`config.mk`:
```
export PLATFORM = sky130hd
export DESIGN_NAME = led_pattern_gen
export DESIGN_NICKNAME = d
export VERILOG_FILES = /design/src/rtl/led_pattern_gen.sv
export SDC_FILE = /design/constraint.sdc
export NUM_CORES = 1
export LEC_CHECK = 0
export CAP_MARGIN = 20
export CORE_MARGIN = 4
export CORE_UTILIZATION = 23
export DETAILED_ROUTE_END_ITERATION = 10
export REMOVE_ABC_BUFFERS = 1
export SLEW_MARGIN = 5
export SYNTH_ARGS = -nofsm -noshare
export SYNTH_HDL_FRONTEND = slang
export SYNTH_SLANG_ARGS = --single-unit
export TNS_END_PERCENT = 50
```
`constraint.sdc`:
```
create_clock -name sys_clk -period 3.5 [get_ports sys_clk]
set_input_delay 0.35 -clock sys_clk [delete_from_list [all_inputs] [get_ports sys_clk]]
set_output_delay 0.35 -clock sys_clk [all_outputs]
set_load 0.02 [all_outputs]
```
`src/rtl/led_pattern_gen.sv`:
```
// Multi-channel LED driver: shared tick prescaler, per-channel OFF/ON/BLINK/BREATHE.
// Define LED_BREATHE_EN to build the breathe PWM; otherwise mode 3 behaves as BLINK.

module led_ch #(
    parameter int CNT_W      = 16,
    parameter int PWM_W      = 8,
    parameter int RST_PERIOD = 1000,
    parameter int RST_DUTY   = 500
) (
    input  logic             sys_clk,
    input  logic             sys_rst_n,
    input  logic             tick,
    input  logic             sync_restart,
    input  logic             load,
    input  logic [1:0]       cfg_mode,
    input  logic [CNT_W-1:0] cfg_period,
    input  logic [CNT_W-1:0] cfg_duty,
`ifdef LED_BREATHE_EN
    input  logic [PWM_W-1:0] pwm_cnt,
`endif
    output logic             on
);
    typedef enum logic [1:0] {M_OFF, M_ON, M_BLINK, M_BREATHE} mode_t;

    mode_t            mode;
    logic [CNT_W-1:0] period, duty, phase, eff_period;
    logic             wrap, blink_on;

    assign eff_period = (period == '0) ? CNT_W'(1) : period;
    assign wrap       = tick && (phase == eff_period - CNT_W'(1));
    assign blink_on   = (phase < duty);

    always_ff @(posedge sys_clk or negedge sys_rst_n) begin
        if (!sys_rst_n) begin
            mode   <= M_BLINK;
            period <= CNT_W'(RST_PERIOD);
            duty   <= CNT_W'(RST_DUTY);
            phase  <= '0;
        end else begin
            if (load) begin
                mode   <= mode_t'(cfg_mode);
                period <= cfg_period;
                duty   <= cfg_duty;
            end
            // A clear beats a coincident tick.
            if (load || sync_restart) phase <= '0;
            else if (wrap)            phase <= '0;
            else if (tick)            phase <= phase + CNT_W'(1);
        end
    end

`ifdef LED_BREATHE_EN
    localparam logic [PWM_W-1:0] LVL_TOP = '1;

    logic [PWM_W-1:0] level;
    logic             dir_up;

    // Level walks one step per phase wrap, bouncing between 0 and full scale.
    always_ff @(posedge sys_clk or negedge sys_rst_n) begin
        if (!sys_rst_n) begin
            level  <= '0;
            dir_up <= 1'b1;
        end else if (load || sync_restart) begin
            level  <= '0;
            dir_up <= 1'b1;
        end else if (wrap) begin
            if (dir_up) begin
                level <= level + PWM_W'(1);
                if (level == LVL_TOP - PWM_W'(1)) dir_up <= 1'b0;
            end else begin
                level <= level - PWM_W'(1);
                if (level == PWM_W'(1)) dir_up <= 1'b1;
            end
        end
    end
`endif

    always_comb begin
        on = 1'b0;
        case (mode)
            M_OFF:     on = 1'b0;
            M_ON:      on = 1'b1;
            M_BLINK:   on = blink_on;
`ifdef LED_BREATHE_EN
            M_BREATHE: on = (pwm_cnt < level);
`else
            M_BREATHE: on = blink_on;
`endif
            default:   on = 1'b0;
        endcase
    end
endmodule

module led_pattern_gen #(
    parameter int NUM_CH          = 4,
    parameter int CH_W            = 2,
    parameter int PRESCALE        = 50000,
    parameter int CNT_W           = 16,
    parameter int PWM_W           = 8,
    parameter int RST_PERIOD      = 1000,
    parameter int RST_DUTY        = 500,
    parameter int LED_ACTIVE_HIGH = 1
) (
    input  logic              sys_clk,
    input  logic              sys_rst_n,
    input  logic              cfg_we,
    input  logic [CH_W-1:0]   cfg_ch,
    input  logic [1:0]        cfg_mode,
    input  logic [CNT_W-1:0]  cfg_period,
    input  logic [CNT_W-1:0]  cfg_duty,
    input  logic              sync_restart,
    output logic              tick,
    output logic [NUM_CH-1:0] led
);
    localparam int              PS_W    = (PRESCALE > 1) ? $clog2(PRESCALE) : 1;
    localparam logic [PS_W-1:0] PS_LAST = PS_W'(PRESCALE - 1);
    localparam logic            INV     = (LED_ACTIVE_HIGH == 0);

    logic [PS_W-1:0]   ps_cnt;
    logic [NUM_CH-1:0] on;

    assign tick = (ps_cnt == PS_LAST);

    always_ff @(posedge sys_clk or negedge sys_rst_n) begin
        if (!sys_rst_n)                ps_cnt <= '0;
        else if (sync_restart || tick) ps_cnt <= '0;
        else                           ps_cnt <= ps_cnt + PS_W'(1);
    end

`ifdef LED_BREATHE_EN
    logic [PWM_W-1:0] pwm_cnt;

    always_ff @(posedge sys_clk or negedge sys_rst_n) begin
        if (!sys_rst_n) pwm_cnt <= '0;
        else            pwm_cnt <= pwm_cnt + PWM_W'(1);
    end
`endif

    // Channel indices never reach NUM_CH, so out-of-range writes match nothing.
    for (genvar i = 0; i < NUM_CH; i++) begin : g_ch
        led_ch #(
            .CNT_W     (CNT_W),
            .PWM_W     (PWM_W),
            .RST_PERIOD(RST_PERIOD),
            .RST_DUTY  (RST_DUTY)
        ) u_ch (
            .sys_clk     (sys_clk),
            .sys_rst_n   (sys_rst_n),
            .tick        (tick),
            .sync_restart(sync_restart),
            .load        (cfg_we && (cfg_ch == CH_W'(i))),
            .cfg_mode    (cfg_mode),
            .cfg_period  (cfg_period),
            .cfg_duty    (cfg_duty),
`ifdef LED_BREATHE_EN
            .pwm_cnt     (pwm_cnt),
`endif
            .on          (on[i])
        );
    end

    always_ff @(posedge sys_clk or negedge sys_rst_n) begin
        if (!sys_rst_n) led <= {NUM_CH{INV}};
        else            led <= on ^ {NUM_CH{INV}};
    end
endmodule

```
# Word level (Yosys, flattened, before mapping)
# Cells that the tools add are included.
dict set report word_totals {
  word_cells 102
  ff_bits 220
  output_inout_bits 5
  in_bits 40
}
dict set report classes {
  n_lt_le_gt_ge 4
  n_reduce_logical 30
  eq_ne 20
  addsub 9
  n_mux 21
}
# cell count
set op_table {}
lappend op_table {{$mux W16} 17}
lappend op_table {{$add A16 B1 Y16 const B} 5}
lappend op_table {{$eq A16 B16 Y1} 4}
lappend op_table {{$logic_not A16 Y1} 4}
lappend op_table {{$lt A16 B16 Y1} 4}
lappend op_table {{$sub A16 B1 Y16 const B} 4}
lappend op_table {{$eq A2 B2 Y1 const B} 10}
lappend op_table {{$eq A16 B16 Y1 const B} 1}
lappend op_table {{$pmux W1 S3} 4}
lappend op_table {{$reduce_bool A3 Y1} 4}
lappend op_table {{$eq A2 B1 Y1 const B} 5}
lappend op_table {{$logic_not A2 Y1} 5}
lappend op_table {{$logic_and A1 B1 Y1} 8}
lappend op_table {{$reduce_or A2 Y1} 4}
lappend op_table {{$logic_or A1 B1 Y1} 5}

# Longest topological paths before layout
dict set report depth {
  ltp_word 7
  depth_mapped 15
  depth_no_buf 12
}

# Hierarchy
# A second synthesis with hierarchy kept.
dict set report unflattened {
  cells_unflattened 1473
  hier_area_um2 13982.2
}
# module area_per_inst_um2 seq_area_each_um2 cells_each n_inst
set by_module_without_submodules {}
lappend by_module_without_submodules {led_ch 3255.6 1267.5 346 4}
lappend by_module_without_submodules {led_pattern_gen 959.7 500.5 89 1}

# Worst setup path before layout
# No wires, ideal clock.
dict set report synth_timing {
  path_type {register to register}
  from {register g_ch[1].u_ch.period[9]}
  to {register g_ch[1].u_ch.phase[11]}
  synth_period_minus_slack_ps 3787
  arrival_time_ps 3664
  path_slack_ps -287
  path_stages_with_launch 13
  setup_ps 124
  required_time_ps 3376
  cell_sequence {dfstp_2 > buf_2 > nor4_1 > a41oi_1 > ha_1 > o31a_1 > a2111oi_0 > nand4_1 > or4_4 > o311ai_4 > buf_6 > nor3b_1 > a211o_1}
}
dict set report synth_between {
  elab_chain_cells 7
}
# element line_no
set synth_lines {}
lappend synth_lines {{from (decl)} 26} ;# logic [CNT_W-1:0] period, duty, phase, eff_period;
lappend synth_lines {{from (signal assigned)} 36} ;# period <= CNT_W'(RST_PERIOD);
lappend synth_lines {{from (signal assigned)} 42} ;# period <= cfg_period;
lappend synth_lines {{$logic_not A16 Y1} 29} ;# assign eff_period = (period == '0) ? CNT_W'(1) : period;
lappend synth_lines {{$mux W16 (*)} 29}
lappend synth_lines {{$sub A16 B1 Y16 (*)} 30} ;# assign wrap = tick && (phase == eff_period - CNT_W'(1));
lappend synth_lines {{$eq A16 B16 Y1 (*)} 30}
lappend synth_lines {{$logic_and A1 B1 Y1 (*)} 30}
lappend synth_lines {{$mux W16} 47} ;# else if (wrap) phase <= '0;
lappend synth_lines {{$mux W16} 46} ;# if (load || sync_restart) phase <= '0;
lappend synth_lines {{to (signal assigned)} 48} ;# else if (tick) phase <= phase + CNT_W'(1);
lappend synth_lines {{to (decl)} 26}
# Every way passes the cells marked *; elsewhere a longest branch is shown, timed or not.
# A chain may end at the register's enable or synchronous reset.

# Worst setup path in the final report
dict set report layout_timing {
  from {register g_ch[0].u_ch.period[9]}
  to {register g_ch[0].u_ch.phase[3]}
}
dict set report layout_between {
  elab_chain_cells 7
}
# element line_no
set layout_lines {}
lappend layout_lines {{from (decl)} 26}
lappend layout_lines {{from (signal assigned)} 36}
lappend layout_lines {{from (signal assigned)} 42}
lappend layout_lines {{$logic_not A16 Y1} 29}
lappend layout_lines {{$mux W16 (*)} 29}
lappend layout_lines {{$sub A16 B1 Y16 (*)} 30}
lappend layout_lines {{$eq A16 B16 Y1 (*)} 30}
lappend layout_lines {{$logic_and A1 B1 Y1 (*)} 30}
lappend layout_lines {{$mux W16} 47}
lappend layout_lines {{$mux W16} 46}
lappend layout_lines {{to (signal assigned)} 48}
lappend layout_lines {{to (decl)} 26}
# Marks and branches as above.

==> impl_metrics.ini <==
[route]
via_per_inst = 4.74
vias = 10400
drt_iter0_drc = 671
wl_met3_um = 2210
drt_wl_total_um = 37700
ant_nets = 0
drc = 0
met1_length_um = 18000
wl_per_cell_um = 17.1
first_pass_iters = 5
wl_met2_um = 16600
highest_layer = met5

[clock_network]
htreeDepth = 1
root_buffer = clkbuf_16
clk_transition_reported_paths_ps = 60
cts_buffer_depth = 3
cts_buffers = 25
clock-sinks = 220
cts_tree = done
clkLatencyLatePin_ps = 540

[flow_run]
drv_cap = 0

[yosys]
synth.distinct_cells = 67
synth_area_um2 = 13100
syn_avg_cell_area_um2 = 10.2
synth_edf_count = 0
ys_seq_area_share_pct = 42.4
async_flop_share_pct = 100
ys_warn_count = 0
synth_top_area_share_pct = 32.0
synthFlopType = dfrtp_1
yosys.area.top_type = dfrtp_1
ys_ff_latch = 220
synth_area_leaders = dfrtp_1, mux2_2, dfstp_2
postSynthCellCount = 1292

[power_and_ir_drop]
power.density_nw_per_um2 = 449
leakage_nw = 7.29
ir_worst_vdd_mv = 0.293

[worst_setup_path]
cp.arrival_ps = 3900
cp.depth = 13
cp_max_fo = 14
crit_chain = or4_1 -> nor2_1 -> a21oi_2 -> ha_2 -> or3b_2 -> or4_4 -> o31ai_4 -> nand4_1 -> o41ai_4 -> buf_4 -> buf_12 -> o21ai_0 -> a21o_1
cp-startpoint = g_ch[0].u_ch.period[9]
crit_buf_inv = 2
crit_end = g_ch[0].u_ch.phase[3]
startpoint_type = flop
required_ps = 3920
reg2reg_slack_ps = 30
reg2reg_to = g_ch[0].u_ch.phase[3]
cp-end-kind = flop
crit_type = reg2reg
timing.rr.start = g_ch[0].u_ch.period[9]
cpLargestDelayFamily = simple AND/OR/NAND/NOR gates
r2r.worst_path.cells = 13
cpPeakStageDelay_ps = 530
cp_slowest_cell = dfstp_2

[timing]
rsz0062_at_grt = yes
slew_violations = 0
setup-tns-final_ps = 0
finalSetupViolations = 0
tightest_slew_ps = 638
maxSlewHeadroom_pct = 57.5
fin_crit_sh_pct = 99.3
fin_crit_ps = 3470
hold_viol = 0
clock.fmax_mhz = 288
finClkSkew_ps = 20.3

[run_status]
outcome = finished clean

[global_route]
grt_start_max_net_pins = 88
grt_first_pass_wirelength_um = 59300
gr-total-overflow = 0
grt_pass1_vias = 10600
grt.total_usage_pct = 12.2
grt_antenna_before_repair = 7

[layout]
area_growth_pct = 24.7
final-seq-area_um2 = 5570
drive_gt1_share_pct = 26.4
final_core_util_pct = 29.0
stdcell_count = 2201
multiInputGateArea_um2 = 7340
num-fill-cells = 5906
nets = 1534

[placed_design]
port_buffers = 44
placed_cells = 2138
place_congestion = 0.817
dp_hpwl_um = 26900

[floorplanning]
initial_core_util_pct = 23.3
io_pins = 45
num_rows = 87
die_w_um = 247
core_um2 = 56500
die_y_um = 247
die-area_um2 = 61000

[worst_hold_path]
min_path_type = in2async
[registers in the layout, summed over array words and instances (netlist names)]
register	flops
g_ch.u_ch.mode	8
g_ch.u_ch.period	64
ps_cnt	16
led	4
g_ch.u_ch.phase	64
g_ch.u_ch.duty	64
[placed cells by master (no fill, tap or decap), types with 13 or more instances in the layout]
| cell | netlist | final |
|---|---|---|
| dfrtp_1 | 168 | 168 |
| mux2_2 | 123 | 123 |
| inv_1 | 96 | 96 |
| buf_4 | 0 | 90 |
| ha_1 | 69 | 67 |
| nand2_1 | 64 | 64 |
| a21o_1 | 62 | 62 |
| o21ai_0 | 74 | 62 |
| xnor2_1 | 61 | 60 |
| dfstp_2 | 52 | 52 |
| nor2_1 | 49 | 45 |
| clkdlybuf4s50_1 | 0 | 43 |
| nand3_1 | 41 | 39 |
| and3_1 | 36 | 36 |
| nor3b_1 | 39 | 33 |
| nor3_1 | 35 | 32 |
| xor2_1 | 30 | 30 |
| a21oi_1 | 42 | 28 |
| clkbuf_16 | 0 | 28 |
| nand2b_1 | 18 | 18 |
| nor2b_1 | 16 | 16 |
| nor4_1 | 23 | 16 |
| o21ai_1 | 4 | 15 |
| nand4_1 | 13 | 13 |
[metrics by stage]
stage	cell area, um^2	power [mW]	hold WS [ps]	setup slack, ps
finish	16400	7.35	387	25.3
floorplan	13000	4.11	54.4	-936
global route	16400	7.73	456	-206
global placement	15100	4.70	357	-254
CTS	16100	7.37	419	-44.0
detailed placement	15100	4.76	368	-219
[area by class of cell]
cell class	count	share of cell area, %
diodes	1	0.0153
clock buffers	40	4.59
clock inverters	6	0.206
inverters	96	2.20
multi-input cells	934	44.8
flip-flops and latches	220	34.0
well taps	756	5.77
repair buffers	148	8.44
[timing repair]
item / CTS / global route
gates cloned: 2 / 3
endpoints found under the setup margin: 43 / 58
hold buffers: 1 / 0
pin swaps: 9 / 40
resized for setup: 25 / 51
buffers inserted: 8 / 4
hold endpoints to repair: 62 / 0
[Yosys cell counts (12+ instances only)]
| cell | n |
|---|---|
| a21o_1 | 62 |
| a21oi_1 | 42 |
| and3_1 | 36 |
| clkbuf_1 | 34 |
| dfrtp_1 | 168 |
| dfstp_2 | 52 |
| ha_1 | 69 |
| inv_1 | 96 |
| mux2_2 | 123 |
| nand2_1 | 64 |
| nand2b_1 | 18 |
| nand3_1 | 41 |
| nand4_1 | 13 |
| nor2_1 | 49 |
| nor2b_1 | 16 |
| nor3_1 | 35 |
| nor3b_1 | 39 |
| nor4_1 | 23 |
| o21ai_0 | 74 |
| or3_1 | 12 |
| or4_1 | 16 |
| xnor2_1 | 61 |
| xor2_1 | 30 |
[report_power, final]
| part | switching [mW] | internal (mW) | total, mW | leakage [nW] |
|---|---|---|---|---|
| Combinational | 0.846 | 0.818 | 1.66 | 4.20 |
| Clock | 1.08 | 1.47 | 2.55 | 0.392 |
| Sequential | 0.211 | 2.93 | 3.14 | 2.70 |
[routing by layer]
| metal | global-route usage [%] | up-vias |
|---|---|---|
| met3 | 2.57 | 65 |
| li1 | - | 4931 |
| met5 | 0 | - |
| met1 | 17.1 | 5193 |
| met2 | 19.2 | 229 |
| met4 | 2.85 | 10 |
[logic make-up after synthesis]
| family | synth area share [%] |
|---|---|
| AOI/OAI and AO/OA | 13.1 |
| xor gates and xnor gates | 6.06 |
| adders and majority gates | 6.57 |
| buffers and inverters | 4.11 |
| DFF | 42.4 |
| muxes | 10.8 |
| and+or+nand+nor | 17.0 |
[worst min-delay path by stage]
stage                     depth (start not counted)  startpoint                   end
after floorplan                                   0   sys_rst_n  g_ch[0].u_ch.duty[0]
after global placement                            1   sys_rst_n                led[1]
after detailed placement                          1   sys_rst_n                led[1]
after CTS                                         2   sys_rst_n                led[1]
after global routing                              2   sys_rst_n                led[1]
final                                             2   sys_rst_n                led[2]
Note: power is estimated with default switching activity, not from simulation.
